`src/rtl/window_mac_if.sv`:
```
// Window handshake between the line buffer (master) and the MAC consumer (slave).
// Points are packed element 0 first: element e occupies bits [e*P : e*P+P-1].
interface window_mac_if #(
   parameter int point_width = 8,
   parameter int kernel_size = 2
);
   localparam int PKK = point_width * kernel_size * kernel_size;

   logic           window_rdy;
   logic [0:PKK-1] window;
   logic [0:PKK-1] filter;
   logic           en_read;
   logic           slide;

   modport master (
      output window_rdy, window, filter,
      input  en_read, slide
   );

   modport slave (
      input  window_rdy, window, filter,
      output en_read, slide
   );
endinterface

```
`src/rtl/window_mac.sv`:
```
// Serial k*k dot-product engine: latches each window/filter pair, accumulates one
// product per cycle and stores the result into a row-major output feature map.
module window_mac #(
   parameter int kernel_size = 2,
   parameter int data_width  = 4,
   parameter int data_height = 4,
   parameter int point_width = 8,
   parameter int acc_width   = 18
) (
   input  logic clock,
   input  logic reset,
   input  logic start,
   window_mac_if.slave wbus,
   output logic [0:acc_width*(data_width-kernel_size+1)*(data_height-kernel_size+1)-1] result,
   output logic busy,
   output logic done,
   output logic overrun
);
   localparam int KK = kernel_size * kernel_size;
   localparam int OW = data_width - kernel_size + 1;
   localparam int OH = data_height - kernel_size + 1;
   localparam int N  = OW * OH;
   localparam int P  = point_width;
   localparam int P2 = 2 * point_width;
   localparam int A  = acc_width;
   localparam int EW = (KK > 1) ? $clog2(KK) : 1;
   localparam int JW = (N > 1) ? $clog2(N) : 1;
   localparam logic [EW-1:0] E_LAST = EW'(KK - 1);
   localparam logic [JW-1:0] J_LAST = JW'(N - 1);

   typedef enum logic [2:0] {IDLE, WAIT, MAC, WRITE, REQ, DONE} state_t;

   state_t         state_reg, state_next;
   logic [P-1:0]   win_in  [KK];
   logic [P-1:0]   flt_in  [KK];
   logic [P-1:0]   win_reg [KK];
   logic [P-1:0]   flt_reg [KK];
   logic [A-1:0]   slot_reg [N];
   logic [EW-1:0]  e_reg;
   logic [JW-1:0]  j_reg;
   logic [A-1:0]   acc_reg;
   logic [P2-1:0]  prod;
   logic           en_read_reg, slide_reg, busy_reg, done_reg, overrun_reg;
   logic           start_ok, capture;

   genvar gi;
   generate
      for (gi = 0; gi < KK; gi++) begin : g_elem
         assign win_in[gi] = wbus.window[gi*P +: P];
         assign flt_in[gi] = wbus.filter[gi*P +: P];
      end
      for (gi = 0; gi < N; gi++) begin : g_slot
         assign result[gi*A +: A] = slot_reg[gi];
      end
   endgenerate

   always_comb begin
      state_next = state_reg;
      start_ok   = 1'b0;
      capture    = 1'b0;
      case (state_reg)
         IDLE, DONE: begin
            // start takes priority over a simultaneous window_rdy
            if (start) begin
               start_ok   = 1'b1;
               state_next = WAIT;
            end
         end
         WAIT: begin
            if (wbus.window_rdy) begin
               capture    = 1'b1;
               state_next = MAC;
            end
         end
         MAC:     if (e_reg == E_LAST) state_next = WRITE;
         WRITE:   state_next = (j_reg == J_LAST) ? DONE : REQ;
         REQ:     state_next = WAIT;
         default: state_next = IDLE;
      endcase
   end

   assign prod = P2'(win_reg[e_reg]) * P2'(flt_reg[e_reg]);

   always_ff @(posedge clock or negedge reset) begin
      if (!reset) begin
         state_reg   <= IDLE;
         en_read_reg <= 1'b0;
         slide_reg   <= 1'b0;
         busy_reg    <= 1'b0;
         done_reg    <= 1'b0;
         overrun_reg <= 1'b0;
         e_reg       <= '0;
         j_reg       <= '0;
         acc_reg     <= '0;
         for (int i = 0; i < KK; i++) begin
            win_reg[i] <= '0;
            flt_reg[i] <= '0;
         end
         for (int i = 0; i < N; i++) slot_reg[i] <= '0;
      end else begin
         state_reg   <= state_next;
         en_read_reg <= start_ok;
         slide_reg   <= (state_next == REQ);
         busy_reg    <= (state_next inside {WAIT, MAC, WRITE, REQ});
         done_reg    <= (state_next == DONE);

         if (start_ok) begin
            j_reg       <= '0;
            overrun_reg <= 1'b0;
            for (int i = 0; i < N; i++) slot_reg[i] <= '0;
         end else begin
            if (wbus.window_rdy && (state_reg inside {MAC, WRITE, REQ}))
               overrun_reg <= 1'b1;
            if (state_reg == WRITE) begin
               slot_reg[j_reg] <= acc_reg;
               if (j_reg != J_LAST) j_reg <= j_reg + 1'b1;
            end
         end

         if (capture) begin
            win_reg <= win_in;
            flt_reg <= flt_in;
            acc_reg <= '0;
            e_reg   <= '0;
         end else if (state_reg == MAC) begin
            // accumulator wraps modulo 2^A by design
            acc_reg <= acc_reg + A'(prod);
            e_reg   <= e_reg + 1'b1;
         end
      end
   end

   assign wbus.en_read = en_read_reg;
   assign wbus.slide   = slide_reg;
   assign busy         = busy_reg;
   assign done         = done_reg;
   assign overrun      = overrun_reg;
endmodule

```
`src/flat_wrapper.sv`:
```
// flat-port wrapper written by rule: the top's interface ports become plain ports
module window_mac_flat 
#(
   parameter int kernel_size = 2,
   parameter int data_width  = 4,
   parameter int data_height = 4,
   parameter int point_width = 8,
   parameter int acc_width   = 18
)
  (clock, reset, start, result, busy, done, overrun, wbus_window_rdy, wbus_window, wbus_filter, wbus_en_read, wbus_slide);
  window_mac_if #(.point_width(point_width), .kernel_size(kernel_size)) wbus_i ();
  input  logic clock;
  input  logic reset;
  input  logic start;
  output logic [0:acc_width*(data_width-kernel_size+1)*(data_height-kernel_size+1)-1] result;
  output logic busy;
  output logic done;
  output logic overrun;
  input wire logic [$bits(wbus_i.window_rdy)-1:0] wbus_window_rdy;
  input wire logic [$bits(wbus_i.window)-1:0] wbus_window;
  input wire logic [$bits(wbus_i.filter)-1:0] wbus_filter;
  output wire logic [$bits(wbus_i.en_read)-1:0] wbus_en_read;
  output wire logic [$bits(wbus_i.slide)-1:0] wbus_slide;
  assign wbus_i.window_rdy = wbus_window_rdy;
  assign wbus_i.window = wbus_window;
  assign wbus_i.filter = wbus_filter;
  assign wbus_en_read = wbus_i.en_read;
  assign wbus_slide = wbus_i.slide;
  window_mac #(.kernel_size(kernel_size), .data_width(data_width), .data_height(data_height), .point_width(point_width), .acc_width(acc_width)) u_core (.clock(clock), .reset(reset), .start(start), .wbus(wbus_i), .result(result), .busy(busy), .done(done), .overrun(overrun));
endmodule
```
`config.mk`:
```
export PLATFORM = sky130hd
export DESIGN_NAME = window_mac_flat
export DESIGN_NICKNAME = d
export VERILOG_FILES = /design/src/rtl/window_mac_if.sv /design/src/rtl/window_mac.sv /design/src/flat_wrapper.sv
export SDC_FILE = /design/constraint.sdc
export NUM_CORES = 1
export LEC_CHECK = 0
export CAP_MARGIN = 20
export CORE_UTILIZATION = 58
export DETAILED_ROUTE_END_ITERATION = 12
export DONT_BUFFER_PORTS = 1
export GPL_TIMING_DRIVEN = 0
export PLACE_DENSITY_LB_ADDON = 0.3
export SETUP_SLACK_MARGIN = 0.5
export SKIP_LAST_GASP = 1
export SLEW_MARGIN = 40
export SYNTH_ARGS = -nofsm -noshare
export SYNTH_HDL_FRONTEND = slang
export SYNTH_SLANG_ARGS = --single-unit
```
`constraint.sdc`:
```
create_clock -name clock -period 15.4 [get_ports clock]
set_input_delay 3.08 -clock clock [delete_from_list [all_inputs] [get_ports clock]]
set_output_delay 3.08 -clock clock [all_outputs]
set_load 0.02 [all_outputs]
```
==> flow_summary.yaml <==
worst_hold_path:
  hold_depth: 1
  holdCritPathClass: "reg2reg"
  hold_end: "u_core.flt_reg[7]"
  hp-start: "u_core.flt_reg[7]"
drt:
  avgRoutedWirePerCell_um: 19.8
  wl_met1_mm: 12.8
  drt_iter0_drc: 553
  vias: 9542
  routed_via_density: 5.69
  route.met3.wl_mm: 3.11
  drc: 0
  dr.max_layer_used: "met4"
  first_pass_iters: 5
  ant_nets: 0
  wl_met2_mm: 16.2
  wirelength_mm: 33.2
cells_and_area:
  multi_input_area_mm2: 0.00607
  syn2layout_area_growth_pct: 9.59
  final_nets: 1535
  fill_cells: 1809
  largest_register_ffs: 162
  fin_cells: 1676
  n_antenna_cell: 0
  register_area_mm2: 0.00646
  drive_gt1_share_pct: 12.4
critical_path:
  critPathKind: "reg2reg"
  required_ps: 15880
  slowest_delay_ps: 540
  crit_fanout: 10
  worstReg2RegEnd: "u_core.acc_reg[17]"
  arrival_ps: 6500
  reg2regPathDepth: 18
  reg2reg_slack_ps: 9380
  critPathSlowestCell: "clkbuf_1"
  cp_cell_sequence: "clkbuf_1, clkbuf_1, mux4_2, and2_1, fa_1, fa_1, inv_1, fa_1, fa_1, inv_1, ha_1, o21a_1, o31a_1, o221a_1, or4b_4, nand3_2, a21oi_2, a31oi_1"
  rr_startpoint: "u_core.e_reg[1]"
  cpMostUsedCell: "fa_1"
  cp-start-kind: "flop"
  cp-end-kind: "flop"
grt:
  antenna_found_initial: 0
  grt_pass1_wl_mm: 52.9
  grt_max_degree: 259
  overflow: 0
  grt.total_usage_pct: 28.7
  grt_pass1_vias: 9658
logic_synthesis:
  synth_ff_type: "dfrtp_1"
  synth_most_common_cell: "nand2_1"
  ys.warnings.count: 0
  synthAdderAreaFrac_pct: 11.8
  synth_area_per_cell_um2: 9.89
  syn-cell-area_mm2: 0.0133
  synth.distinct_cells: 57
  ys_seq_area_share_pct: 48.6
  synth_async_sr_flop_share_pct: 100
  yosys.area.top_type: "dfrtp_1"
  synth-compound-area-share_pct: 9.06
  synthMuxAreaShare_pct: 8.45
  synthTopCellsByCount: "nand2_1, dfrtp_1, a21oi_1"
  synth-simple-area-share_pct: 15.7
  synthCells: 1343
  synth_area_leaders: "dfrtp_1, nand2_1, fa_1"
  synth_nets: 1506
  synth_edf_count: 0
  synth_top_family_by_area: "simple AND/OR/NAND/NOR gates"
  synth_top_area_share_pct: 48.6
  ys_ff_latch: 258
  synth_xor_area_share_pct: 0.725
placed_design:
  dp_hpwl_mm: 24.0
  placed_cells: 1628
  port_buffers: 0
  globalplace.congestion: 0.861
clock_network:
  clk_path_buf_depth: 3
  clk_pin_slew_ps: 60
  cts_tree: "built"
  post_cts_buffers: 0
  cts_made_buffers: 27
  cts_hold_buf: 0
  htree_levels: 1
  clock_latency_ps: 550
  postCtsResizedCells: 0
  clock_sinks: 258
  cts_root_buf: "clkbuf_16"
floorplan:
  rows: 55
  die_w_um: 153
  ios: 235
  initial_core_util_pct: 58.9
  die-area_mm2: 0.0235
  die_y_um: 153
  core_mm2: 0.0226
sta:
  grt_setup_unrepaired: "no"
  setup_viol: 0
  fmax_ghz: 0.166
  max_slew.worst_pin.slew_ps: 829
  final_hold_viol_count: 0
  finClkSkew_ps: 13.5
  report.final.slew_viol_count: 0
  post-route-period-util_pct: 39.1
  slew-limit-headroom_pct: 44.3
  setup_tns_ps: 0
  min_period_ps: 6020
job:
  drv_cap: 0
run_status:
  outcome: "complete, no violations"
==> critical path: cells and delay by family, from the launching register on <==
family / cells / cell delay [ps]
AO/OA/AOI/OAI: 5 / 830
flip-flops: 1 / 350
AND/OR/NAND/NOR: 3 / 830
buffers and inverters: 4 / 1040
adder cells (fa/ha/maj): 5 / 2360
multiplexers: 1 / 510
==> cells in the final DEF, fill, tap and decap left out, types with 3 or more instances in the layout <==
master and n:
a21o_1 7, a21oi_1 181, and2_1 45, and3_1 3
buf_2 27, buf_4 8, bufinv_16 3, clkbuf_1 49
clkbuf_16 27, clkbuf_8 5, clkinv_2 3, dfrtp_1 258
fa_1 50, ha_1 45, inv_1 102, mux2_2 65
mux2i_1 3, mux4_2 16, nand2_1 383, nand2b_1 4
nand3_1 6, nor2_1 22, nor2b_1 4, nor3_1 3
o21ai_0 11, o22ai_1 4, xnor2_1 6, xor2_1 5
==> through the flow <==
| stage | worst slack (ps) | hold slack (ps) | util, % | instance area (um2) |
|---|---|---|---|---|
| after floorplan | 9950 | 461 | - | 13300 |
| after global routing | 9130 | 515 | 64.5 | 14600 |
| after global placement | 9510 | 477 | 60.4 | 13600 |
| after detailed placement | 9400 | 492 | 60.4 | 13600 |
| final | 9380 | 504 | 64.5 | 14600 |
| after CTS | 9370 | 505 | 64.5 | 14600 |
==> worst max-delay path by stage <==
stage	endpoint	start	depth (start not counted)	slack, ps
2_1_floorplan	u_core.acc_reg[17]	u_core.e_reg[0]	18	9950
4_1_cts	u_core.acc_reg[17]	u_core.e_reg[1]	18	9370
3_3_place_gp	u_core.acc_reg[17]	u_core.e_reg[1]	18	9510
5_1_grt	u_core.acc_reg[17]	u_core.e_reg[1]	18	9130
3_5_place_dp	u_core.acc_reg[17]	u_core.e_reg[1]	18	9400
6_report	u_core.acc_reg[17]	u_core.e_reg[1]	18	9380
==> cells by family after synthesis <==
kind of cell	Yosys count
AOI/OAI and AO/OA	223
xor gates and xnor gates	11
adders and majority gates	95
buffers and inverters	184
DFF	258
muxes	84
and+or+nand+nor	488
==> routing by layer <==
metal | global-route usage, % | vias up
met5 | 0 | -
met4 | 9.86 | 0
met3 | 8.62 | 75
met2 | 49.0 | 350
met1 | 34.8 | 4717
li1 | - | 4400
==> layout make-up <==
class | instances | area share, %
plain buffers | 81 | 2.58
clock buffers | 38 | 5.27
clock inverters | 10 | 1.03
inverters | 103 | 2.66
multi-input cells | 901 | 41.7
flip-flops and latches | 258 | 44.3
well taps | 285 | 2.45
Power is left out: the tool's default activity adds up to more than one toggle a clock period on the data nets, which glitch-free logic cannot reach.
